==> config.mk <==
export PLATFORM = sky130hd
export DESIGN_NAME = sign_restore
export DESIGN_NICKNAME = d
export VERILOG_FILES = /design/src/rtl/sign_restore.sv
export SDC_FILE = /design/constraint.sdc
export NUM_CORES = 1
export LEC_CHECK = 0
export CAP_MARGIN = 0
export CORE_MARGIN = 2
export CORE_UTILIZATION = 50
export CTS_CLUSTER_DIAMETER = 120
export DETAILED_ROUTE_END_ITERATION = 8
export PLACE_DENSITY = 0.79
export SYNTH_ARGS = -nofsm -noshare
export SYNTH_HDL_FRONTEND = slang
export SYNTH_SLANG_ARGS = --single-unit
==> constraint.sdc <==
create_clock -name clk -period 2.4 [get_ports clk]
set_clock_uncertainty 0.2 [all_clocks]
set_input_delay 0.48 -clock clk [delete_from_list [all_inputs] [get_ports clk]]
set_output_delay 0.48 -clock clk [all_outputs]
set_load 0.01 [all_outputs]
==> src/rtl/sign_restore.sv <==
// Magnitude + sign to 17-bit two's-complement converter with a one-entry output
// register and a one-entry skid buffer. Optional neg_count under SIGN_RESTORE_STATS_EN.
module sign_restore (
    input  logic        clk,
    input  logic        rst,
    input  logic        in_valid,
    output logic        in_ready,
    input  logic [15:0] in_mag,
    input  logic        in_neg,
    output logic        out_valid,
    input  logic        out_ready,
    output logic [16:0] out_data,
    output logic        neg_zero,
`ifdef SIGN_RESTORE_STATS_EN
    output logic [15:0] neg_count,
`endif
    input  logic        clr_flag
);

    // Handshake: a transfer happens on a rising edge where valid && ready are both high;
    // the producer holds its payload stable until that edge, and ready never depends on valid.
    typedef enum logic [1:0] {
        ST_EMPTY = 2'd0,
        ST_ONE   = 2'd1,
        ST_TWO   = 2'd2
    } state_t;

    state_t      state;
    state_t      state_nxt;
    logic [16:0] conv;
    logic [16:0] skid_q;
    logic        accept;
    logic        deliver;
    logic        load_out;
    logic        load_skid;
    logic        move_skid;

    // ~{0,mag}+1 over 17 bits also yields 0 for a negative zero.
    assign conv    = in_neg ? (~{1'b0, in_mag} + 17'd1) : {1'b0, in_mag};
    assign accept  = in_valid && in_ready;
    assign deliver = out_valid && out_ready;

    // State register; in_ready and out_valid are registered copies of the next state.
    always_ff @(posedge clk or posedge rst) begin
        if (rst) begin
            state     <= ST_EMPTY;
            in_ready  <= 1'b1;
            out_valid <= 1'b0;
        end else begin
            state     <= state_nxt;
            in_ready  <= (state_nxt != ST_TWO);
            out_valid <= (state_nxt != ST_EMPTY);
        end
    end

    always_comb begin
        state_nxt = state;
        case (state)
            ST_EMPTY: if (accept) state_nxt = ST_ONE;
            ST_ONE: begin
                if (accept && !deliver)      state_nxt = ST_TWO;
                else if (!accept && deliver) state_nxt = ST_EMPTY;
            end
            ST_TWO:   if (deliver) state_nxt = ST_ONE;
            default:  state_nxt = ST_EMPTY;
        endcase
    end

    always_comb begin
        load_out  = 1'b0;
        load_skid = 1'b0;
        move_skid = 1'b0;
        case (state)
            ST_EMPTY: load_out = accept;
            ST_ONE: begin
                load_out  = accept && deliver;
                load_skid = accept && !deliver;
            end
            ST_TWO:   move_skid = deliver;
            default: ;
        endcase
    end

    always_ff @(posedge clk or posedge rst) begin
        if (rst) begin
            out_data <= 17'd0;
            skid_q   <= 17'd0;
        end else begin
            if (load_out)       out_data <= conv;
            else if (move_skid) out_data <= skid_q;
            if (load_skid)      skid_q   <= conv;
        end
    end

    // Setting wins over clearing in the same cycle.
    always_ff @(posedge clk or posedge rst) begin
        if (rst)                                     neg_zero <= 1'b0;
        else if (accept && in_neg && in_mag == 16'd0) neg_zero <= 1'b1;
        else if (clr_flag)                           neg_zero <= 1'b0;
    end

`ifdef SIGN_RESTORE_STATS_EN
    // A negative deliver coinciding with clr_flag restarts the count at 1.
    always_ff @(posedge clk or posedge rst) begin
        if (rst) begin
            neg_count <= 16'd0;
        end else if (clr_flag) begin
            neg_count <= (deliver && out_data[16]) ? 16'd1 : 16'd0;
        end else if (deliver && out_data[16]) begin
            neg_count <= neg_count + 16'd1;
        end
    end
`endif

endmodule

==> impl_metrics.ini <==
[critical_path]
cp_top_family = simple AND/OR/NAND/NOR gates
crit_path_cell_trace = clkdlybuf4s50_1 -> or3_4 -> or3_4 -> o41ai_4 -> xor2_1 -> a21oi_1
endpoint_kind = flop
cp.arrival_ns = 2.25
crit_type = in2reg
slowest_delay_ns = 0.43
crit_slowest_cell = clkdlybuf4s50_1
worstPathRequired_ns = 2.36
startpoint_type = primary input
cp_max_fo = 4
crit_buf_inv = 1
cpMostUsedCell = or3_4

[power]
p_per_area_nw_per_um2 = 1050
p_sw_mw = 0.957
combPwrFrac = 0.430
netSwitchingFraction = 0.336
clkPwrFrac = 0.169
p_seq_frac = 0.400
ir_drop_mv = 0.730
p_leak_nw = 1.24
p_int_mw = 1.90

[placed_design]
post-place-ws_ns = -0.477
portBuffers = 41
hpwlAfterDp_mm = 2.81
finalWeightedCongestion = 0.740

[sta]
max_freq_mhz = 437
slew_violations = 0
hold_viol = 0
setup_violations = 0
worstMarginPinSlew_ns = 0.610
hold_ws_ns = 0.286
setup-tns-final_ns = 0
slew_headroom = 0.592
period_share = 0.953
fin_ws_ns = 0.112
rsz0062_at_grt = yes
finalCriticalPeriod_ns = 2.29

[cts]
clockBufferDepth = 2
cts_tree = done
ctsHtreeMaxLevel = 2
clkTransAtPathRegs_ns = 0.08
cts_made_buffers = 5
clkLatencyLatePin_ns = 0.29
cts-root-buf = clkbuf_8
cts_hold_buf = 0
cts.sinks = 39

[logic_synthesis]
async_flop_share = 1.00
yosysMostFrequentCell = dfrtp_1
synth_top_area_frac = 0.496
synth_ff_type = dfrtp_1
ys_seq_area_frac = 0.510
synth_enable_flop_cells = 0
synth_fp_nets = 218
ys_ff_latch = 39
synth_cell_types = 28
synth_top_area_cell = dfrtp_1
synthTopCellsByCount = 38 x dfrtp_1, 23 x nand2_1, 23 x o21ai_0, 19 x nor2_1
synthCells = 195
synth_warnings = 0
synth_area_leaders = dfrtp_1 50%, mux2_2 9.4%, o21ai_0 6.0%, xor2_1 5.9%, nand2_1 4.5%
avgSynthCellArea_um2 = 9.83
synthesis.area_um2 = 1920

[grt]
grtUsageTotal = 0.207
antenna_found_initial = 0
grt_pass1_vias = 1556
grt_pass1_wl_mm = 6.80
grt-ovfl-total = 0
grt_max_degree = 40

[outcome]
outcome = completed

[floorplanning]
die-area_um2 = 4340
std_cell_rows = 22
start_util = 0.524
coreArea_um2 = 3660
die_w_um = 65.9
die_h_um = 65.9
io-pin-count = 42

[cells_and_area]
diodes = 0
nets = 282
final_util = 0.742
syn_to_final_growth_pct = 41.6
drive_gt1_frac = 0.231

[route]
drt-initial-drc-count = 84
via_count = 1593
wire_per_inst_um = 13.4
firstDrtPassIters = 4
wl_mm = 4.14
drt-vias-per-instance = 5.17
drtAntennaViolNets = 0
drc_errors = 0

[worst_hold_path]
hold_path_class = reg2reg

[job]
cap_violations = 0
[state kept, by name (all words and copies together) (netlist names)]
| signal | flops |
|---|---|
| neg_zero | 1 |
| out_valid | 1 |
| in_ready | 1 |
| skid_q | 17 |
| state | 2 |
| out_data | 17 |
[logic make-up (layout without fill, tap and decap cells)]
logic type / count (synthesis) / count (layout) / synth area share
and+or+nand+nor: 59 / 59 / 0.141
muxes: 18 / 18 / 0.104
AOI/OAI and AO/OA: 51 / 51 / 0.149
buffers and inverters: 13 / 78 / 0.0255
DFF: 39 / 39 / 0.510
xor gates and xnor gates: 14 / 14 / 0.0640
adders and majority gates: 1 / 1 / 0.00653
[worst paths after layout]
kind                                             from                  endpoint  slack (ns)  cells past startpoint
max in group asynchronous                         rst        in_ready$_DFF_PP1_        1.23                      3
worst max-delay path                        in_mag[2]  out_data[11]$_DFFE_PP0P_        0.11                      6
worst min-delay path            skid_q[9]$_DFFE_PP0P_     skid_q[9]$_DFFE_PP0P_        0.29                      2
min in group asynchronous                         rst    skid_q[11]$_DFFE_PP0P_        0.40                      3
worst min register to register  skid_q[9]$_DFFE_PP0P_     skid_q[9]$_DFFE_PP0P_        0.29                      2
worst max register to register     state[0]$_DFF_PP0_  out_data[16]$_DFFE_PP0P_        0.63                      6
[metal layers]
metal | GRT usage | wire length [um]
met2 | 0.376 | 2140
met5 | 0 | 0
met3 | 0.0273 | 132
met4 | 0.0885 | 67
met1 | 0.244 | 1800
[final cells by class]
class	instances	area, um^2
fill	267	946
timing repair buffer	65	612
multi-input combinational	143	947
clock buffer	8	100
sequential	39	977
tap	48	60.1
inverter	5	18.8
[power by group through the flow]
stage / logic [mW] / clock network, mW / registers, mW
after floorplan: 0.618 / 0 / 1.19
after global placement: 1.19 / 0 / 1.15
after CTS: 1.23 / 0.490 / 1.14
final: 1.23 / 0.483 / 1.14
after global routing: 1.37 / 0.516 / 1.18
after detailed placement: 1.22 / 0 / 1.15
[stage by stage]
step                      power (mW)  instance area (um^2)  std cells
after floorplan                 1.81                  1920        195
after global placement          2.34                  2550        299
after detailed placement        2.37                  2550        299
after CTS                       2.87                  2680        308
after global routing            3.06                  2720        308
final                           2.85                  2720        308
[worst min-delay path: stages (launching register included)]
cell and delay [ns]:
dfrtp_1 0.35, nand2_1 0.04, o21ai_0 0.06
[placed cells by master (no fill, tap or decap), types with 4 or more instances in the layout]
cell type	synthesis	final
nand2_1	23	23
dlymetal6s2s_1	0	5
clkdlybuf4s50_1	0	33
o21ai_0	23	20
buf_4	0	23
a21oi_1	16	16
nor2_1	19	19
or3_4	0	4
o21ai_1	1	4
clkbuf_8	0	7
mux2_2	16	16
inv_1	5	5
nand3_1	4	4
xor2_1	13	13
dfrtp_1	38	38
[timing repair]
item	4_1_cts	5_1_grt
endpoints found under the setup margin	8	11
pin swaps	3	4
gates resized for setup	6	12
setup buffers	1	0
gates cloned	0	0
No activity file was read; power rests on OpenSTA's default activity.
